`src/rtl/cb_pkg.sv`:
```
// rtl/cb_pkg.sv - shared types for the cross-bar master request path
// Purpose : FSM state encoding, command encoding and the master-id type
//           used by master_arbiter and rr_arb2.
// Ports   : none (package)
package cb_pkg;

  typedef enum logic [1:0] {
    IDLE = 2'd0,
    BUSY = 2'd1,
    RESP = 2'd2
  } state_t;

  localparam logic CMD_READ  = 1'b0;
  localparam logic CMD_WRITE = 1'b1;

  typedef enum logic {
    MST_1 = 1'b0,
    MST_2 = 1'b1
  } mst_id_t;

endpackage

```
`src/rtl/master_arbiter_rr_arb2.sv`:
```
// rtl/master_arbiter_rr_arb2.sv - two-input round-robin winner select
// Purpose : combinational winner = f(req_1, req_2, last_gnt).
// Ports   : req_1_i, req_2_i   - request lines of master 1 / master 2
//           last_gnt_i         - master that won the previous grant
//           winner_o           - selected master (only meaningful if a req is set)
module rr_arb2
  import cb_pkg::*;
(
  input  logic    req_1_i,
  input  logic    req_2_i,
  input  mst_id_t last_gnt_i,
  output mst_id_t winner_o
);

  always_comb begin
    winner_o = MST_1;
    if (req_1_i && req_2_i) begin
      // contended: the master that did not win last time goes next
      winner_o = (last_gnt_i == MST_1) ? MST_2 : MST_1;
    end else if (req_2_i) begin
      winner_o = MST_2;
    end
  end

endmodule

```
`src/rtl/master_arbiter.sv`:
```
// rtl/master_arbiter.sv - two-master round-robin arbiter for the cross-bar request path
// Purpose : merges two master request channels into one slave request, holds
//           the grant until slave_ack or timeout, steers ack/rdata back to
//           the granted master only.
// Ports   : clk, rst (sync, active-low)
//           master_{1,2}_req/addr/cmd/wdata in, master_{1,2}_ack/rdata out
//           slave_req/addr/cmd/wdata out, slave_ack/rdata in
//           timeout out (one-cycle abort pulse, coincident with master ack)
module master_arbiter
  import cb_pkg::*;
#(
  parameter int N              = 32,
  parameter int TIMEOUT_CYCLES = 255
) (
  input  logic         clk,
  input  logic         rst,
  input  logic         master_1_req,
  input  logic [N-1:0] master_1_addr,
  input  logic         master_1_cmd,
  input  logic [N-1:0] master_1_wdata,
  output logic         master_1_ack,
  output logic [N-1:0] master_1_rdata,
  input  logic         master_2_req,
  input  logic [N-1:0] master_2_addr,
  input  logic         master_2_cmd,
  input  logic [N-1:0] master_2_wdata,
  output logic         master_2_ack,
  output logic [N-1:0] master_2_rdata,
  output logic         slave_req,
  output logic [N-1:0] slave_addr,
  output logic         slave_cmd,
  output logic [N-1:0] slave_wdata,
  input  logic         slave_ack,
  input  logic [N-1:0] slave_rdata,
  output logic         timeout
);

  // a zero timeout still needs a 1-bit counter to keep the widths legal
  localparam int          CW      = (TIMEOUT_CYCLES == 0) ? 1 : $clog2(TIMEOUT_CYCLES + 1);
  localparam logic [CW-1:0] TO_VAL  = CW'(TIMEOUT_CYCLES);
  localparam logic [CW-1:0] CNT_MAX = '1;

  state_t        state_q, state_d;
  mst_id_t       gnt_q, gnt_d;
  mst_id_t       last_gnt_q, last_gnt_d;
  mst_id_t       winner;
  logic [CW-1:0] cnt_q, cnt_d, cnt_inc;
  logic          slave_req_q, slave_req_d;
  logic [N-1:0]  slave_addr_q, slave_addr_d;
  logic          slave_cmd_q, slave_cmd_d;
  logic [N-1:0]  slave_wdata_q, slave_wdata_d;
  logic          m1_ack_q, m1_ack_d, m2_ack_q, m2_ack_d;
  logic [N-1:0]  m1_rdata_q, m1_rdata_d, m2_rdata_q, m2_rdata_d;
  logic          timeout_q, timeout_d;

  rr_arb2 u_rr_arb2 (
    .req_1_i    (master_1_req),
    .req_2_i    (master_2_req),
    .last_gnt_i (last_gnt_q),
    .winner_o   (winner)
  );

  assign cnt_inc = (cnt_q == CNT_MAX) ? cnt_q : cnt_q + CW'(1);

  always_ff @(posedge clk) begin
    if (!rst) begin
      state_q       <= IDLE;
      gnt_q         <= MST_1;
      last_gnt_q    <= MST_2;
      cnt_q         <= '0;
      slave_req_q   <= 1'b0;
      slave_addr_q  <= '0;
      slave_cmd_q   <= CMD_READ;
      slave_wdata_q <= '0;
      m1_ack_q      <= 1'b0;
      m2_ack_q      <= 1'b0;
      m1_rdata_q    <= '0;
      m2_rdata_q    <= '0;
      timeout_q     <= 1'b0;
    end else begin
      state_q       <= state_d;
      gnt_q         <= gnt_d;
      last_gnt_q    <= last_gnt_d;
      cnt_q         <= cnt_d;
      slave_req_q   <= slave_req_d;
      slave_addr_q  <= slave_addr_d;
      slave_cmd_q   <= slave_cmd_d;
      slave_wdata_q <= slave_wdata_d;
      m1_ack_q      <= m1_ack_d;
      m2_ack_q      <= m2_ack_d;
      m1_rdata_q    <= m1_rdata_d;
      m2_rdata_q    <= m2_rdata_d;
      timeout_q     <= timeout_d;
    end
  end

  always_comb begin
    state_d       = state_q;
    gnt_d         = gnt_q;
    last_gnt_d    = last_gnt_q;
    cnt_d         = cnt_q;
    slave_req_d   = slave_req_q;
    slave_addr_d  = slave_addr_q;
    slave_cmd_d   = slave_cmd_q;
    slave_wdata_d = slave_wdata_q;
    m1_ack_d      = m1_ack_q;
    m2_ack_d      = m2_ack_q;
    m1_rdata_d    = m1_rdata_q;
    m2_rdata_d    = m2_rdata_q;
    timeout_d     = timeout_q;

    unique case (state_q)
      IDLE: begin
        if (master_1_req || master_2_req) begin
          gnt_d       = winner;
          last_gnt_d  = winner;
          slave_req_d = 1'b1;
          cnt_d       = '0;
          state_d     = BUSY;
          if (winner == MST_1) begin
            slave_addr_d  = master_1_addr;
            slave_cmd_d   = master_1_cmd;
            slave_wdata_d = master_1_wdata;
          end else begin
            slave_addr_d  = master_2_addr;
            slave_cmd_d   = master_2_cmd;
            slave_wdata_d = master_2_wdata;
          end
        end
      end

      BUSY: begin
        // slave_ack is checked first so it beats a timeout in the same cycle
        if (slave_ack) begin
          slave_req_d = 1'b0;
          state_d     = RESP;
          if (gnt_q == MST_1) begin
            m1_ack_d   = 1'b1;
            m1_rdata_d = slave_rdata;
          end else begin
            m2_ack_d   = 1'b1;
            m2_rdata_d = slave_rdata;
          end
        end else if ((TIMEOUT_CYCLES != 0) && (cnt_inc == TO_VAL)) begin
          // this BUSY cycle is the TIMEOUT_CYCLES-th one without an ack
          slave_req_d = 1'b0;
          timeout_d   = 1'b1;
          state_d     = RESP;
          if (gnt_q == MST_1) begin
            m1_ack_d   = 1'b1;
            m1_rdata_d = '0;
          end else begin
            m2_ack_d   = 1'b1;
            m2_rdata_d = '0;
          end
        end else begin
          cnt_d = cnt_inc;
        end
      end

      RESP: begin
        // rdata returns to 0 so it is only non-zero while ack is high
        m1_ack_d   = 1'b0;
        m2_ack_d   = 1'b0;
        m1_rdata_d = '0;
        m2_rdata_d = '0;
        timeout_d  = 1'b0;
        state_d    = IDLE;
      end

      default: state_d = IDLE;
    endcase
  end

  assign master_1_ack   = m1_ack_q;
  assign master_1_rdata = m1_rdata_q;
  assign master_2_ack   = m2_ack_q;
  assign master_2_rdata = m2_rdata_q;
  assign slave_req      = slave_req_q;
  assign slave_addr     = slave_addr_q;
  assign slave_cmd      = slave_cmd_q;
  assign slave_wdata    = slave_wdata_q;
  assign timeout        = timeout_q;

endmodule

```
`config.mk`:
```
export PLATFORM = sky130hd
export DESIGN_NAME = master_arbiter
export DESIGN_NICKNAME = d
export VERILOG_FILES = /design/src/rtl/cb_pkg.sv /design/src/rtl/master_arbiter_rr_arb2.sv /design/src/rtl/master_arbiter.sv
export SDC_FILE = /design/constraint.sdc
export NUM_CORES = 1
export LEC_CHECK = 0
export ABC_AREA = 1
export CAP_MARGIN = 20
export CORE_MARGIN = 2
export CORE_UTILIZATION = 42
export CTS_CLUSTER_SIZE = 25
export DETAILED_ROUTE_END_ITERATION = 12
export GPL_TIMING_DRIVEN = 0
export PLACE_DENSITY = 0.84
export SLEW_MARGIN = 20
export SYNTH_ARGS = -nofsm -noshare
export SYNTH_HDL_FRONTEND = slang
export SYNTH_HIERARCHICAL = 1
export SYNTH_SLANG_ARGS = --single-unit
export TNS_END_PERCENT = 10
```
`constraint.sdc`:
```
create_clock -name clk -period 2.35 [get_ports clk]
set_clock_uncertainty 0.15 [all_clocks]
set_input_delay 0.3525 -clock clk [delete_from_list [all_inputs] [get_ports clk]]
set_output_delay 0.3525 -clock clk [all_outputs]
set_load 0.1 [all_outputs]
```
==> key figures <==
Run status
  – Status: complete, no violations

Worst setup path
  – Worst-path fanout max: 10
  – Endpoint class of the critical path: register
  – Reg2reg path depth: 7
  – R2R Path End: slave_addr[4]
  – Worst Path Required: 2500 ps
  – R2R Path Start: state_q[1]
  – Critical path class: in -> reg
  – R2R setup slack: 130 ps
  – Startpoint types: primary input
  – Critical path arrival: around 2400 ps

Clock network
  – Worst skew pair latency: between 400 and 500 ps
  – CTS tree: built
  – Clock H-tree levels: 4
  – Cts bufs inserted: 17
  – Root buf cell: clkbuf_16
  – CTS Sinks: about 150
  – Worst-path clk slew: approximately 60 ps
  – Post-CTS Setup Bufs: 0
  – Cts-stage hold buffer count: 0
  – CTS Buffer Depth: 2

Timing
  – Slew @ Worst Pin: roughly 1100 ps
  – Count of final hold-check violations: 0
  – Max Fclk: roughly 450 MHz
  – Slew headroom: 29.73%
  – RSZ-0062 raised after global routing: true
  – Setup Viol. Count Final: 0
  – Max Slew Vio Count: 0
  – Worst hold margin: approximately 310 ps
  – Period utilization: a little over nine tenths
  – Minimum clock period: ~2200 ps

Global route
  – Total global routing overflow: 0
  – Maximum number of pins on one net before global-route repair: 17
  – Vias in the first global route: 7,197
  – GRT Total Usage: between 20% and 30%
  – First-pass GRT wire length: between 30 and 40 mm
  – Initial antenna violation count: 0

Min path
  – Hold Crit Class: reg -> reg
  – Hold path start: master_1_rdata[25]
  – Hold path cells: 2
  – Hold Path Sink: master_1_rdata[25]

Synth
  – Synth Warn #: 6
  – Post-synthesis async set-or-reset flop share: 0%
  – Avg Cell Area, Syn: 6.555 um2
  – Top cells by count, synth: 214 x nor2_1, 177 x nand2_1, 149 x a21oi_1
  – Post-Synthesis Cell Area: slightly below 0.007 mm2
  – Distinct cells, synth: 28
  – Synthesized net count: between 1,000 and 1,500
  – Top-count cell post-synth: nor2_1
  – Sequential area share after synthesis: 43.07%
  – Synth top area cells: dfxtp_1 43%, nor2_1 12%, a21oi_1 11%
  – Post-synth top area share: a little over two fifths
  – Ys flop type: dfxtp_1
  – EDFF count, synth: 0
  – Area leader, netlist: dfxtp_1
  – Mapped Cells: just over 1,000
  – Flop and latch count out of synthesis: roughly 150

Place
  – Port buffer count: between 200 and 300
  – Hpwl dp: approximately 17 mm
  – Final Wtd Congestion: about 0.9

Layout
  – Util after Layout: about two thirds
  – Antenna Diode Count: 0
  – Nets: approximately 1,500
  – Layout area overhead: 55.52%
  – Share of post-route cells with drive strength above 1: under 10%

Route
  – Vias per inst: 4.836
  – Via count: between 7,000 and 8,000
  – 1st-iter DRT viols: roughly 380
  – Post-route ant nets: 0
  – Drt wl/cell: between 10 and 15 um
  – Total Wirelength: between 20 and 25 mm
  – Pre-Repair DR Iteration Count: 4
  – DRC: 0

Floorplan
  – Initial Utilization: 42.73%
  – Row Count: between 40 and 50
  – DIE HEIGHT: around 130 um
  – Die footprint: ~0.017 mm2
  – Io pins: 300
  – Core area: between 0.015 and 0.02 mm2
  – Die X: between 100 and 150 um

Pwr
  – Maximum vdd drop: 568.6 uV
  – Leak pwr: 5.265 nW
  – PwrDens: about 1100 mW/mm2

Run
  – Max-Cap Viols: 0
-- worst max-delay path by stage --
stage,slack (ps),to,from,cells after the start
3_3_place_gp,-590,slave_wdata[12],master_2_req,9
5_1_grt,-20,slave_wdata[26],state_q[1],7
2_1_floorplan,350,cnt_q[3],state_q[1],10
4_1_cts,10,master_2_rdata[13],cnt_q[0],14
3_5_place_dp,-620,slave_addr[12],master_1_req,6
6_report,100,slave_addr[26],master_2_req,9
-- through the flow --
step           power [mW]  TNS, ps  cells  setup WS [ps]  cell area, um2
6_report            11.28        0   1572          104.5           10480
2_1_floorplan       7.254        0   1028          352.4            6739
4_1_cts             11.30        0   1573          11.63           10450
3_5_place_dp        8.746   -38980   1542         -623.6            9992
5_1_grt             11.74   -62.29   1572         -16.62           10480
3_3_place_gp        8.680   -36810   1542         -587.5            9992
-- cell usage in the layout, fill, tap and decap left out, types with 3 or more instances in the layout --
cell type,count
a21oi_1,147
a21oi_2,3
buf_1,5
buf_2,5
buf_4,5
buf_6,3
bufinv_16,4
clkbuf_1,45
clkbuf_16,17
clkbuf_2,6
clkdlybuf4s50_1,165
clkinv_2,3
dfxtp_1,142
dlygate4sd2_1,133
ha_1,3
inv_1,135
nand2_1,177
nand2_2,3
nand2_4,3
nand3_1,41
nand4_1,9
nor2_1,212
nor2_2,3
o21ai_0,67
-- routing by layer --
layer  vias to the layer above  track usage [%]  wire length, um
li1                       3841                -                -
met1                      3397            29.20             8675
met2                       313            46.23            11300
met3                        51            8.021             1898
met4                         0            11.01              849
met5                         -                0                0
-- timing repair --
item | CTS | global route
resized for setup | 141 | 12
hold endpoints to repair | 0 | 0
pin swaps | 0 | 2
gates cloned | 0 | 0
setup endpoints to repair | 209 | 82
-- critical path, stage by stage --
cell and delay [ps]:
clkdlybuf4s50_1 490, inv_1 60, a21oi_2 100, clkbuf_1 310
clkbuf_2 330, clkbuf_1 360, nor2_1 90, a21oi_1 200
a21oi_1 90
-- logic make-up (layout without fill, tap and decap cells) --
group                      after synthesis  in the layout  share of synthesized area [%]
adders and majority gates                4              4                         0.7427
DFF                                    145            145                          43.07
xor gates and xnor gates                 1              1                         0.1300
and+or+nand+nor                        454            454                          27.37
AOI/OAI and AO/OA                      221            221                          16.71
buffers and inverters                  203            531                          11.98
-- final cells by class --
class | count | area [um2]
Clock inverter | 10 | 160.2
Tap cell | 216 | 270.3
Inverter | 136 | 510.5
Clock buffer | 21 | 450.4
Buffer | 66 | 302.8
Sequential cell | 145 | 2912
Multi-Input combinational cell | 680 | 3058
Timing Repair Buffer | 298 | 2816
Fill cell | 1396 | 5290
-- registers in the layout, indices dropped and copies added (netlist names) --
| name | flops |
|---|---|
| cnt_q | 8 |
| slave_addr | 32 |
| last_gnt_q | 1 |
| slave_cmd | 1 |
| slave_wdata | 32 |
| timeout | 1 |
| state_q | 2 |
| slave_req | 1 |
| master_2_rdata | 32 |
| master_1_ack | 1 |
| master_1_rdata | 32 |
| master_2_ack | 1 |
| gnt_q | 1 |
-- report_power, final --
part | switching (mW) | internal [mW]
sequential | 0.217 | 2.88
clock | 1.03 | 1.80
combinational | 4.24 | 1.11
(Power assumes the default switching activity.)
